## src/rtl/uart_hasti_bridge_if.sv

```systemverilog
// HASTI (AHB-lite) master bus bundle used by the UART debug bridge.
// Width macros default to a 32-bit word bus unless the platform header set them already.

`ifndef HASTI_ADDR_WIDTH
`define HASTI_ADDR_WIDTH 32
`endif
`ifndef HASTI_BUS_WIDTH
`define HASTI_BUS_WIDTH 32
`endif
`ifndef HASTI_SIZE_WIDTH
`define HASTI_SIZE_WIDTH 3
`endif
`ifndef HASTI_BURST_WIDTH
`define HASTI_BURST_WIDTH 3
`endif
`ifndef HASTI_PROT_WIDTH
`define HASTI_PROT_WIDTH 4
`endif
`ifndef HASTI_TRANS_WIDTH
`define HASTI_TRANS_WIDTH 2
`endif

interface uart_hasti_bridge_if;
    logic [`HASTI_ADDR_WIDTH-1:0]  haddr;
    logic                          hwrite;
    logic [`HASTI_SIZE_WIDTH-1:0]  hsize;
    logic [`HASTI_BURST_WIDTH-1:0] hburst;
    logic                          hmastlock;
    logic [`HASTI_PROT_WIDTH-1:0]  hprot;
    logic [`HASTI_TRANS_WIDTH-1:0] htrans;
    logic [`HASTI_BUS_WIDTH-1:0]   hwdata;
    logic [`HASTI_BUS_WIDTH-1:0]   hrdata;
    logic                          hready;
    logic                          hresp;

    modport master (
        output haddr, hwrite, hsize, hburst, hmastlock, hprot, htrans, hwdata,
        input  hrdata, hready, hresp
    );

    modport slave (
        input  haddr, hwrite, hsize, hburst, hmastlock, hprot, htrans, hwdata,
        output hrdata, hready, hresp
    );
endinterface

```

## src/rtl/uart_hasti_bridge.sv

```systemverilog
// UART-to-HASTI debug initiator: decodes 8N1 'W'/'R' command frames from RXD,
// performs one single-word bus transfer, and answers on TXD.

module uart_hasti_bridge #(
    parameter int unsigned BAUD_DIV     = 5208,
    parameter int unsigned TIMEOUT_BITS = 64
) (
    input  logic hclk,
    input  logic rst,
    input  logic RXD,
    output logic TXD,
    output logic busy,
    uart_hasti_bridge_if.master bus
);

    localparam logic [15:0] BAUD_LAST    = 16'(BAUD_DIV - 1);
    localparam logic [15:0] HALF_LAST    = 16'(BAUD_DIV / 2 - 1);
    localparam logic [31:0] TIMEOUT_LAST = 32'(TIMEOUT_BITS * BAUD_DIV - 1);
    localparam logic [7:0]  CMD_WRITE    = 8'h57;
    localparam logic [7:0]  CMD_READ     = 8'h52;
    localparam logic [7:0]  RESP_OK      = 8'h4B;
    localparam logic [7:0]  RESP_ERR     = 8'h45;

    typedef enum logic [1:0] {RX_IDLE, RX_START, RX_DATA, RX_STOP} rxState_e;
    typedef enum logic [2:0] {IDLE, GET_ADDR, GET_DATA, BUS_ADDR, BUS_DATA, SEND} state_e;

    logic [2:0]  rxdSync_q;
    logic        rxdNow;
    logic        rxdFall;

    rxState_e    rxState_q, rxState_d;
    logic [15:0] rxCnt_q, rxCnt_d;
    logic [2:0]  rxIdx_q, rxIdx_d;
    logic [7:0]  rxShift_q, rxShift_d;
    logic        rxDone;
    logic        rxFrameErr;

    state_e      state_q, state_d;
    logic [1:0]  byteCnt_q, byteCnt_d;
    logic        isWrite_q, isWrite_d;
    logic [31:0] addr_q, addr_d;
    logic [31:0] wdata_q, wdata_d;
    logic [31:0] respBuf_q, respBuf_d;
    logic [2:0]  respLen_q, respLen_d;
    logic [31:0] toCnt_q, toCnt_d;
    logic [9:0]  txFrame_q, txFrame_d;
    logic [15:0] txCnt_q, txCnt_d;
    logic [3:0]  txBits_q, txBits_d;
    logic        txd_q, txd_d;

    assign rxdNow  = rxdSync_q[1];
    assign rxdFall = rxdSync_q[2] & ~rxdSync_q[1];

    // Bring the asynchronous RX line into hclk; the third stage gives edge detection.
    always_ff @(posedge hclk or posedge rst) begin
        if (rst) rxdSync_q <= 3'b111;
        else     rxdSync_q <= {rxdSync_q[1:0], RXD};
    end

    // Receiver state and bit-timing registers.
    always_ff @(posedge hclk or posedge rst) begin
        if (rst) begin
            rxState_q <= RX_IDLE;
            rxCnt_q   <= '0;
            rxIdx_q   <= '0;
            rxShift_q <= '0;
        end else begin
            rxState_q <= rxState_d;
            rxCnt_q   <= rxCnt_d;
            rxIdx_q   <= rxIdx_d;
            rxShift_q <= rxShift_d;
        end
    end

    // Receiver: mid-bit sampling, glitch rejection on the start bit, stop-bit check.
    always_comb begin
        rxState_d  = rxState_q;
        rxCnt_d    = rxCnt_q + 16'd1;
        rxIdx_d    = rxIdx_q;
        rxShift_d  = rxShift_q;
        rxDone     = 1'b0;
        rxFrameErr = 1'b0;
        case (rxState_q)
            RX_IDLE: begin
                rxCnt_d = '0;
                if (rxdFall) rxState_d = RX_START;
            end
            RX_START: begin
                if (rxCnt_q == HALF_LAST) begin
                    rxCnt_d   = '0;
                    rxIdx_d   = '0;
                    rxState_d = rxdNow ? RX_IDLE : RX_DATA;
                end
            end
            RX_DATA: begin
                if (rxCnt_q == BAUD_LAST) begin
                    rxCnt_d   = '0;
                    rxShift_d = {rxdNow, rxShift_q[7:1]};
                    rxIdx_d   = rxIdx_q + 3'd1;
                    if (rxIdx_q == 3'd7) rxState_d = RX_STOP;
                end
            end
            RX_STOP: begin
                if (rxCnt_q == BAUD_LAST) begin
                    rxCnt_d   = '0;
                    rxState_d = RX_IDLE;
                    if (rxdNow) rxDone     = 1'b1;
                    else        rxFrameErr = 1'b1;
                end
            end
            default: rxState_d = RX_IDLE;
        endcase
    end

    // Command FSM, frame buffers and transmitter registers.
    always_ff @(posedge hclk or posedge rst) begin
        if (rst) begin
            state_q   <= IDLE;
            byteCnt_q <= '0;
            isWrite_q <= 1'b0;
            addr_q    <= '0;
            wdata_q   <= '0;
            respBuf_q <= '0;
            respLen_q <= '0;
            toCnt_q   <= '0;
            txFrame_q <= '1;
            txCnt_q   <= '0;
            txBits_q  <= '0;
            txd_q     <= 1'b1;
        end else begin
            state_q   <= state_d;
            byteCnt_q <= byteCnt_d;
            isWrite_q <= isWrite_d;
            addr_q    <= addr_d;
            wdata_q   <= wdata_d;
            respBuf_q <= respBuf_d;
            respLen_q <= respLen_d;
            toCnt_q   <= toCnt_d;
            txFrame_q <= txFrame_d;
            txCnt_q   <= txCnt_d;
            txBits_q  <= txBits_d;
            txd_q     <= txd_d;
        end
    end

    // Frame decode, inter-byte timeout, bus handshake and response serialisation.
    always_comb begin
        state_d   = state_q;
        byteCnt_d = byteCnt_q;
        isWrite_d = isWrite_q;
        addr_d    = addr_q;
        wdata_d   = wdata_q;
        respBuf_d = respBuf_q;
        respLen_d = respLen_q;
        toCnt_d   = '0;
        txFrame_d = txFrame_q;
        txCnt_d   = txCnt_q;
        txBits_d  = txBits_q;
        case (state_q)
            IDLE: begin
                if (rxDone && (rxShift_q == CMD_WRITE || rxShift_q == CMD_READ)) begin
                    state_d   = GET_ADDR;
                    isWrite_d = (rxShift_q == CMD_WRITE);
                    byteCnt_d = '0;
                end
            end
            GET_ADDR, GET_DATA: begin
                if (rxState_q == RX_IDLE) toCnt_d = toCnt_q + 32'd1;
                if (rxFrameErr) begin
                    state_d = IDLE;
                end else if (rxDone) begin
                    byteCnt_d = byteCnt_q + 2'd1;
                    if (state_q == GET_ADDR) addr_d  = {rxShift_q, addr_q[31:8]};
                    else                     wdata_d = {rxShift_q, wdata_q[31:8]};
                    if (byteCnt_q == 2'd3)
                        state_d = (state_q == GET_ADDR && isWrite_q) ? GET_DATA : BUS_ADDR;
                end else if (toCnt_q == TIMEOUT_LAST) begin
                    state_d = IDLE;
                end
            end
            BUS_ADDR: begin
                if (bus.hready) state_d = BUS_DATA;
            end
            BUS_DATA: begin
                if (bus.hready) begin
                    state_d = SEND;
                    if (bus.hresp) begin
                        respBuf_d = {24'h0, RESP_ERR};
                        respLen_d = 3'd1;
                    end else if (isWrite_q) begin
                        respBuf_d = {24'h0, RESP_OK};
                        respLen_d = 3'd1;
                    end else begin
                        respBuf_d = bus.hrdata;
                        respLen_d = 3'd4;
                    end
                    txFrame_d = {1'b1, respBuf_d[7:0], 1'b0};
                    txCnt_d   = '0;
                    txBits_d  = '0;
                end
            end
            SEND: begin
                txCnt_d = txCnt_q + 16'd1;
                if (txCnt_q == BAUD_LAST) begin
                    txCnt_d = '0;
                    if (txBits_q == 4'd9) begin
                        if (respLen_q > 3'd1) begin
                            respBuf_d = {8'h0, respBuf_q[31:8]};
                            respLen_d = respLen_q - 3'd1;
                            txFrame_d = {1'b1, respBuf_d[7:0], 1'b0};
                            txBits_d  = '0;
                        end else begin
                            state_d = IDLE;
                        end
                    end else begin
                        txFrame_d = {1'b1, txFrame_q[9:1]};
                        txBits_d  = txBits_q + 4'd1;
                    end
                end
            end
            default: state_d = IDLE;
        endcase
        txd_d = (state_d == SEND) ? txFrame_d[0] : 1'b1;
    end

    assign TXD           = txd_q;
    assign busy          = (state_q != IDLE);
    assign bus.haddr     = addr_q & ~32'h3;
    assign bus.hwrite    = (state_q == BUS_ADDR) && isWrite_q;
    assign bus.htrans    = (state_q == BUS_ADDR) ? 2'b10 : 2'b00;
    assign bus.hwdata    = wdata_q;
    assign bus.hsize     = 3'b010;
    assign bus.hburst    = 3'b000;
    assign bus.hmastlock = 1'b0;
    assign bus.hprot     = 4'b0011;

endmodule

```

## src/flat_wrapper.sv

```systemverilog
// flat-port wrapper written by rule: the top's interface ports become plain ports
module uart_hasti_bridge_flat 
#(
    parameter int unsigned BAUD_DIV     = 5208,
    parameter int unsigned TIMEOUT_BITS = 64
)
  (hclk, rst, RXD, TXD, busy, bus_haddr, bus_hwrite, bus_hsize, bus_hburst, bus_hmastlock, bus_hprot, bus_htrans, bus_hwdata, bus_hrdata, bus_hready, bus_hresp);
  uart_hasti_bridge_if bus_i ();
  input  logic hclk;
  input  logic rst;
  input  logic RXD;
  output logic TXD;
  output logic busy;
  output wire logic [$bits(bus_i.haddr)-1:0] bus_haddr;
  output wire logic [$bits(bus_i.hwrite)-1:0] bus_hwrite;
  output wire logic [$bits(bus_i.hsize)-1:0] bus_hsize;
  output wire logic [$bits(bus_i.hburst)-1:0] bus_hburst;
  output wire logic [$bits(bus_i.hmastlock)-1:0] bus_hmastlock;
  output wire logic [$bits(bus_i.hprot)-1:0] bus_hprot;
  output wire logic [$bits(bus_i.htrans)-1:0] bus_htrans;
  output wire logic [$bits(bus_i.hwdata)-1:0] bus_hwdata;
  input wire logic [$bits(bus_i.hrdata)-1:0] bus_hrdata;
  input wire logic [$bits(bus_i.hready)-1:0] bus_hready;
  input wire logic [$bits(bus_i.hresp)-1:0] bus_hresp;
  assign bus_haddr = bus_i.haddr;
  assign bus_hwrite = bus_i.hwrite;
  assign bus_hsize = bus_i.hsize;
  assign bus_hburst = bus_i.hburst;
  assign bus_hmastlock = bus_i.hmastlock;
  assign bus_hprot = bus_i.hprot;
  assign bus_htrans = bus_i.htrans;
  assign bus_hwdata = bus_i.hwdata;
  assign bus_i.hrdata = bus_hrdata;
  assign bus_i.hready = bus_hready;
  assign bus_i.hresp = bus_hresp;
  uart_hasti_bridge #(.BAUD_DIV(BAUD_DIV), .TIMEOUT_BITS(TIMEOUT_BITS)) u_core (.hclk(hclk), .rst(rst), .RXD(RXD), .TXD(TXD), .busy(busy), .bus(bus_i));
endmodule
```

## config.mk

```make
export PLATFORM = sky130hd
export DESIGN_NAME = uart_hasti_bridge_flat
export DESIGN_NICKNAME = d
export VERILOG_FILES = /design/src/rtl/uart_hasti_bridge_if.sv /design/src/rtl/uart_hasti_bridge.sv /design/src/flat_wrapper.sv
export SDC_FILE = /design/constraint.sdc
export NUM_CORES = 1
export LEC_CHECK = 0
export CORE_ASPECT_RATIO = 1.5
export CORE_UTILIZATION = 40
export CTS_CLUSTER_DIAMETER = 80
export DETAILED_ROUTE_END_ITERATION = 8
export GPL_TIMING_DRIVEN = 0
export HOLD_SLACK_MARGIN = 0.06
export SETUP_SLACK_MARGIN = 0.05
export SYNTH_ARGS = -nofsm -noshare
export SYNTH_HDL_FRONTEND = slang
export SYNTH_SLANG_ARGS = --single-unit
```

## constraint.sdc

```tcl
create_clock -name hclk -period 6.69 [get_ports hclk]
set_input_delay 0.669 -clock hclk [delete_from_list [all_inputs] [get_ports hclk]]
set_output_delay 0.669 -clock hclk [all_outputs]
set_load 0.02 [all_outputs]
```

== Yosys cells after proc, flatten, opt, wreduce, memory -nomap -nowiden ==
Cells that the tools add are included.

* Logic and storage cells: 149
* Output and inout bits: 80
* Flip-flop bits (word level): 200
* Input bits: 37

* Mux-type cells: 66
* Equal/unequal tests: 31
* Add/sub/neg operators: 7
* Reductions and logical operators: 22
* Bitwise operators: 4
* Order comparisons: 1

{| class="wikitable"
|+ Operators by type and width
! kind !! number
|-
| $mux 32 || 8
|-
| $mux 16 || 4
|-
| $pmux 32 s2 || 1
|-
| $mux 3 || 18
|-
| $pmux 16 s3 || 1
|-
| $mux 10 || 4
|-
| $add 16x1->16 const B || 2
|-
| $add 32x1->32 const B || 1
|-
| $eq 16x13->1 const B || 2
|-
| $eq 32x19->1 const B || 1
|-
| $pmux 16 s2 || 1
|-
| $mux 2 || 10
|-
| $ne 2x1->1 const B || 10
|-
| $pmux 10 s2 || 1
|-
| $eq 16x12->1 const B || 1
|-
| $eq 8x7->1 const B || 2
|-
| $mux 4 || 4
|-
| $reduce_and 4->1 || 4
|-
| $pmux 3 s5 || 1
|-
| $eq 3x3->1 const B || 4
|-
| $pmux 3 s2 || 2
|-
| $reduce_and 5->1 || 2
|-
| $mux 1 || 8
|-
| $pmux 2 s4 || 1
|-
| other kinds (25) || 38
|}

== Logic depth before layout (Yosys ltp) ==
Gate-level depths: netlist of the first run.

* Word-level depth: 9
* Depth in mapped cells: 9
* Gate-level depth less buffers: 7

== Least setup slack after synthesis of the first run ==
No wires, ideal clock.

* Kind: register -> register
* From: register u_core.rxCnt_q[0]
* To: register u_core.wdata_q[19], in the netlist u_core.bus.hwdata[19]
* Setup slack: 4627 ps
* Arrival: 1938 ps
* Library setup time: 125 ps
* Path buffers: 1
* Cell stages (with the launch flop): 7
* Data required time: 6565 ps
* Path through: dfrtp_1 > ha_1 > and4b_1 > nand3_1 > nor4_4 > buf_6 > mux2_2

* Longest elaborated chain between the ends: 5

{| class="wikitable"
|+ Ends and longest elaborated chain
! item !! line !! source
|-
| start, declared || uart_hasti_bridge.sv:32 || <nowiki>logic [15:0] rxCnt_q, rxCnt_d;</nowiki>
|-
| start signal, assigned || uart_hasti_bridge.sv:69 || <nowiki>rxCnt_q <= rxCnt_d;</nowiki>
|-
| $eq 16x13->1 * || uart_hasti_bridge.sv:104 || <nowiki>if (rxCnt_q == BAUD_LAST) begin</nowiki>
|-
| $mux 1 || uart_hasti_bridge.sv:104 ||
|-
| $mux 1 || uart_hasti_bridge.sv:83 || <nowiki>case (rxState_q)</nowiki>
|-
| $not 1->1 (no line) || -- ||
|-
| $reduce_and 4->1 (no line) * || -- ||
|-
| end signal, assigned || uart_hasti_bridge.sv:135 || <nowiki>wdata_q <= wdata_d;</nowiki>
|-
| end, declared || uart_hasti_bridge.sv:42 || <nowiki>logic [31:0] wdata_q, wdata_d;</nowiki>
|}

Every way passes the cells marked *; elsewhere a longest branch is shown, timed or not.
A chain may end at the register's enable or synchronous reset.

== Worst setup path after layout of the first run ==
* From: register u_core.isWrite_q
* To: output port bus_hwrite

* Longest elaborated chain between the ends: 1

{| class="wikitable"
|+ Ends and longest elaborated chain
! item !! line !! source
|-
| start, declared || uart_hasti_bridge.sv:40 || <nowiki>logic isWrite_q, isWrite_d;</nowiki>
|-
| start signal, assigned || uart_hasti_bridge.sv:133 || <nowiki>isWrite_q <= isWrite_d;</nowiki>
|-
| $logic_and 1x1->1 || uart_hasti_bridge.sv:229 || <nowiki>assign bus.hwrite = (state_q == BUS_ADDR) && isWrite_q;</nowiki>
|-
| end, declared || flat_wrapper.sv:15 || <nowiki>output wire logic [$bits(bus_i.hwrite)-1:0] bus_hwrite;</nowiki>
|}

Every way passes these cells.

==> flow_summary.toml, run 1 <==
[clocking]
numCtsBuffers = 17
tritoncts = "built"
cts_root_buf = "clkbuf_16"
post_cts_resized = 0
htreeDepth = 4
clk_pin_slew_ps = 70
cts_buffer_depth = 2
postCtsSetupBuffers = 0
cts.sinks = 190
clock_latency_ps = 440
hold_buffers = 0

[setup_path]
critPathArrivalTime_ps = 2130
r2r_cells = 6
path_buf_inv = 2
slowest_delay_ps = 670
start_kind = "flip-flop"
r2r_setup_slack_ps = 4330
reg2reg_from = "u_core.rxCnt_q[0]$_DFF_PP0_"
slowest_stage = "clkdlybuf4s50_1"
cpLargestDelayFamily = "buffers and inverters"
crit_required_ps = 6020
path_cells = "inv_1 > nor3_1 > clkdlybuf4s50_1"
critPathCaptureType = "primary output"
path_class = "flip-flop to primary output"
reg2reg_to = "u_core.addr_q[11]$_DFFE_PP0P_"
crit_fanout = 7

[logic_synthesis]
synth.top_cells.by_area = "dfrtp_1 48%, mux2_2 10%, dfstp_2 4.0%"
ys_warn_count = 0
yosys.area.top_type = "dfrtp_1"
synth_cell_types = 60
synth.avg_cell_area_um2 = 10.7
ys_seq_elements = 190
synth_edf_count = 0
synth_async_sr_flop_share_pct = 100
synth-simple-area-share_pct = 18.7
synth_top_family_by_area = "simple AND/OR/NAND/NOR gates"
synth_compound_area_share_pct = 6.58
synth_adder_area_share_pct = 1.91
ys_dominant_reg_cell = "dfrtp_1"
yosysSeqAreaShare_pct = 52.1
netlist_area_um2 = 9150
synth_top_area_share_pct = 48.1
syn_inst = 853
synth_mux_area_share_pct = 11.7
synthXorXnorAreaFrac_pct = 4.79

[placement]
gp_congestion = 0.819
place_inst = 1244
hpwl_mm = 14.3
port_buffers = 102
pre_cts_ws_ps = 3950

[global_routing]
antenna_found_initial = 0
grt_overflow = 0
grt_pass1_vias = 6636
grt_max_degree = 116
grt_pass1_wl_mm = 33.7
track_usage_pct = 17.9

[die]
fp.dieH_um = 187
design.core.area_um2 = 22400
fp.dieW_um = 126
start_util_pct = 40.9
die_area_um2 = 23500
num_rows = 67
pin_count = 117

[timing]
setup_ws_ps = 3890
slew_violations = 0
rsz0062_at_grt = "no"
hold_violations = 0
setup_viol_count_final = 0
max_slew_margin_pct = 46.6
period_share_pct = 41.9
layout_min_cycle_time_ps = 2800
worst_pin_slew_ps = 802
fmax_mhz = 357
skew_ps = 9.52

[final_layout]
finalNetCount = 1038
final_layout_size_suffix_gt1_share_pct = 17.4
finalNonFillerCells = 1276
syn2layout_area_growth_pct = 22.2
final_common_cell = "dfrtp_1"
layout_common_cells = "176 x dfrtp_1, 102 x clkdlybuf4s50_1, 88 x nand2_1, 85 x mux2_2, 74 x nor2_1"
diodes = 0

[routing]
highest_layer = "met4"
num_vias = 6646
drtPass1Iterations = 7
met1_length_mm = 8.42
drt_wl_total_mm = 20.0
via_per_inst = 5.21
wl_met2_mm = 10.4
dr_wl_met3_um = 821
drc = 12
ant_nets = 0
wl_per_cell_um = 15.7
first_iter_violations = 330

[pwr]
p_total_mw = 2.43
peakVddDrop_mv = 0.174
p_per_area_nw_per_um2 = 217
p_leak_nw = 4.98

[min_path]
min_to = "u_core.rxdSync_q[1]$_DFF_PP1_"
min_from = "u_core.rxdSync_q[0]$_DFF_PP1_"
worstHoldPathType = "flip-flop to flip-flop"
hold_depth = 0

[run_status]
outcome = "finished with violations"
violations = "design-rule violations"

[run]
cap_violations = 0
registers in the layout, summed over array words and instances, names as in the netlist, 2 cells and up, named ones only:
name / cells
u_core.addr_q: 30
u_core.bus.hwdata: 32
u_core.byteCnt_q: 2
u_core.respBuf_q: 24
u_core.respLen_q: 3
u_core.rxCnt_q: 16
u_core.rxIdx_q: 3
u_core.rxShift_q: 8
u_core.rxdSync_q: 3
u_core.state_q: 3
u_core.toCnt_q: 32
u_core.txBits_q: 4
u_core.txCnt_q: 16
u_core.txFrame_q: 10
cells in the mapped netlist, types with 13 or more instances:
cell type	number
a21oi_1	15
and3_1	13
buf_4	17
clkbuf_1	20
dfrtp_1	176
dfstp_2	14
ha_1	14
inv_1	23
mux2_2	85
nand2_1	88
nand3_1	53
nand4_1	18
nor2_1	74
nor3_1	17
nor4_1	16
o21ai_0	36
xnor2_1	34
xor2_1	16
final cells by class:
class,count,area (um2)
clock inverters,11,134
repair buffers,103,1050
well taps,276,345
flip-flops and latches,190,4770
clock buffers,21,450
multi-input cells,601,4050
fillers,2069,11200
plain buffers,51,292
inverters,23,93.8
report_power, final:
part / internal, mW / switching (mW) / total, mW / leakage (nW)
Sequential: 1.17 / 0.0160 / 1.19 / 2.50
Clock: 0.566 / 0.457 / 1.02 / 0.276
Combinational: 0.0866 / 0.132 / 0.219 / 2.20
Total: 1.82 / 0.605 / 2.43 / 4.98
how the worst max path moves through the flow:
stage	start	end	slack (ps)	depth (start not counted)
CTS	u_core.isWrite_q$_DFFE_PP0P_	bus_hwrite	3900	3
detailed placement	bus_hready	u_core.respBuf_q[14]$_DFFE_PP0P_	3950	7
global route	u_core.isWrite_q$_DFFE_PP0P_	bus_hwrite	3840	3
global placement	rst	u_core.rxCnt_q[1]$_DFF_PP0_	-1920	2
finish	u_core.isWrite_q$_DFFE_PP0P_	bus_hwrite	3890	3
floorplan	rst	async pin	870	1
metal layers:
layer  up-vias  track usage [%]
met4         0             6.66
met2       132             31.7
met1      3250             21.2
met3        23             3.52
li1       3241                -
met5         -                0
per-stage QoR:
stage	hold slack [ps]	instance area, um2	util, %	setup TNS, ps
CTS	357	11200	50.0	0
detailed placement	347	10600	47.3	0
floorplan	345	9200	-	0
global route	361	11200	50.0	0
global placement	346	10600	47.2	-337180
finish	357	11200	50.0	0
cells by family after synthesis:
| logic type | count (synthesis) |
|---|---|
| and+or+nand+nor | 334 |
| DFF | 190 |
| muxes | 96 |
| AOI/OAI and AO/OA | 93 |
| buffers and inverters | 74 |
| xor gates and xnor gates | 50 |
| adders and majority gates | 14 |
| other | 2 |
(Power assumes the default switching activity.)
==> inputs of run 2 (changes only) <==
==> constraint.sdc (replaced) <==
create_clock -name hclk -period 2.36 [get_ports hclk]
set_input_delay 0.236 -clock hclk [delete_from_list [all_inputs] [get_ports hclk]]
set_output_delay 0.236 -clock hclk [all_outputs]
set_load 0.02 [all_outputs]
==> run 2 against run 1 <==
Non-clock buffer count grew 6. Core utilization grew 0.56 points. Wire length shrank 0.57%. Clock power grew to 2.8 times the previous value. The run still ends with design-rule violations left. Combinational power grew to 2.9 times the previous value.
==> flow_summary.toml, run 2 (synthesis gave the netlist of run 1 again) <==
[timing]
slew_violations = 0
layout_min_cycle_time_ps = 2200
rsz0062_at_grt = "yes"
skew_ps = 12.9
fmax_mhz = 455
max_slew_margin_pct = 52.4
finalHoldWorstSlack_ps = 188
worst_pin_slew_ps = 711
setup_tns_ps = 0
setup_viol_count_final = 0
hold_violations = 0
period_share_pct = 93.2

[global_routing]
grt_pass1_vias = 6769
grt_max_degree = 42
grt_pass1_wl_mm = 33.9
antenna_found_initial = 0
track_usage_pct = 18.1
grt_overflow = 0

[setup_path]
cpLargestDelayFamily = "simple AND/OR/NAND/NOR gates"
path_buf_inv = 2
crit_fanout = 10
r2r_cells = 8
critPathCaptureType = "flip-flop"
slowest_stage = "dfrtp_1"
start_kind = "flip-flop"
path_class = "flip-flop to flip-flop"
reg2reg_from = "u_core.txCnt_q[0]$_DFFE_PP0P_"
r2r_setup_slack_ps = 160
slowest_delay_ps = 410
path_cells = "ha_2 > nor4bb_1 > and4_1 > clkbuf_4 > a21oi_2 > nor2_2 > buf_6 > mux2_2"
critPathArrivalTime_ps = 2510
crit_required_ps = 2680
reg2reg_to = "u_core.respBuf_q[14]$_DFFE_PP0P_"

[routing]
wl_per_cell_um = 15.6
drt_wl_total_mm = 19.9
ant_nets = 0
first_iter_violations = 279
drtPass1Iterations = 6
via_per_inst = 5.23
num_vias = 6690
drc = 12

[clocking]
tritoncts = "built"
cts_buffer_depth = 2
clk_pin_slew_ps = 70
clock_latency_ps = 440
hold_buffers = 0
cts_root_buf = "clkbuf_16"
numCtsBuffers = 17
cts.sinks = 190
htreeDepth = 4

[placement]
postPlaceCellArea_um2 = 10700
gp_congestion = 0.845
hpwl_mm = 14.7
port_buffers = 102
place_inst = 1248

[final_layout]
final_layout_size_suffix_gt1_share_pct = 18.5
finalNetCount = 1044
fillerInstances = 2079
syn2layout_area_growth_pct = 23.6
design_area_um2 = 11300
final_common_cell = "dfrtp_1"
layout_common_cells = "176 x dfrtp_1, 100 x clkdlybuf4s50_1, 88 x nand2_1, 85 x mux2_2, 73 x nor2_1"
diodes = 0
finalNonFillerCells = 1279

[die]
start_util_pct = 40.9
design.core.area_um2 = 22400
die_area_um2 = 23500
num_rows = 67
fp.dieW_um = 126
fp.dieH_um = 187
pin_count = 117

[min_path]
worstHoldPathType = "primary input to async pin"

[pwr]
p_total_mw = 6.81
p_per_area_nw_per_um2 = 603
p_leak_nw = 5.05
peakVddDrop_mv = 0.493

[run_status]
outcome = "finished with violations"
violations = "design-rule violations"

[run]
cap_violations = 0
run 2: metrics by stage:
| step | util [%] | setup WS, ps |
|---|---|---|
| after floorplan | - | -313 |
| after global placement | 47.2 | -1980 |
| after detailed placement | 47.7 | -22.1 |
| after CTS | 50.3 | 42.8 |
| after global routing | 50.5 | 24.9 |
| final | 50.5 | 161 |
run 2: worst max path at each step:
| stage | cells after the start | start | slack (ps) | end |
|---|---|---|---|---|
| global route | 6 | u_core.rxCnt_q[0]$_DFF_PP0_ | 20 | u_core.addr_q[12]$_DFFE_PP0P_ |
| global placement | 2 | rst | -1980 | u_core.addr_q[4]$_DFFE_PP0P_ |
| CTS | 8 | u_core.txCnt_q[0]$_DFFE_PP0P_ | 40 | u_core.respBuf_q[23]$_DFFE_PP0P_ |
| finish | 8 | u_core.txCnt_q[0]$_DFFE_PP0P_ | 160 | u_core.respBuf_q[14]$_DFFE_PP0P_ |
| floorplan | 1 | rst | -310 | async pin |
| detailed placement | 6 | u_core.rxCnt_q[0]$_DFF_PP0_ | -20 | u_core.bus.hwdata[1]$_DFFE_PP0P_ |
run 2: area by class of cell:
class,instances,area [um2],area share (%)
plain buffers,50,310,2.74
clock buffers,20,447,3.95
clock inverters,9,113,0.996
inverters,23,90.1,0.797
multi-input cells,601,4090,36.1
flip-flops and latches,190,4770,42.2
well taps,276,345,3.05
repair buffers,110,1140,10.1
run 2: worst reg2reg max path: cells and delay by family, from the launching register on:
family | cells | cell delay (ps)
AOI/OAI and AO/OA | 1 | 120
buffers and inverters | 2 | 390
muxes | 1 | 340
and+or+nand+nor | 3 | 590
DFF | 1 | 410
adders and majority gates | 1 | 230
run 2: power breakdown:
group / switching, mW / internal [mW] / leakage (nW) / total [mW]
clock network: 1.23 / 1.58 / 0.273 / 2.81
logic: 0.378 / 0.262 / 2.28 / 0.640
registers: 0.0456 / 3.32 / 2.50 / 3.37
run 2: metal layers:
| metal | GRT usage [%] | wire length [um] | vias to the layer above |
|---|---|---|---|
| li1 | - | - | 3249 |
| met1 | 20.6 | 8280 | 3279 |
| met2 | 32.9 | 10400 | 139 |
| met3 | 3.75 | 792 | 23 |
| met4 | 6.52 | 384 | 0 |
| met5 | 0 | 0 | - |
run 2: repair_timing:
item | in CTS | in global routing
resized for setup | 4 | 16
buffers inserted | 2 | 1
endpoints found under the setup margin | 64 | 83
hold endpoints to repair | 0 | 0
pin swaps | 1 | 1
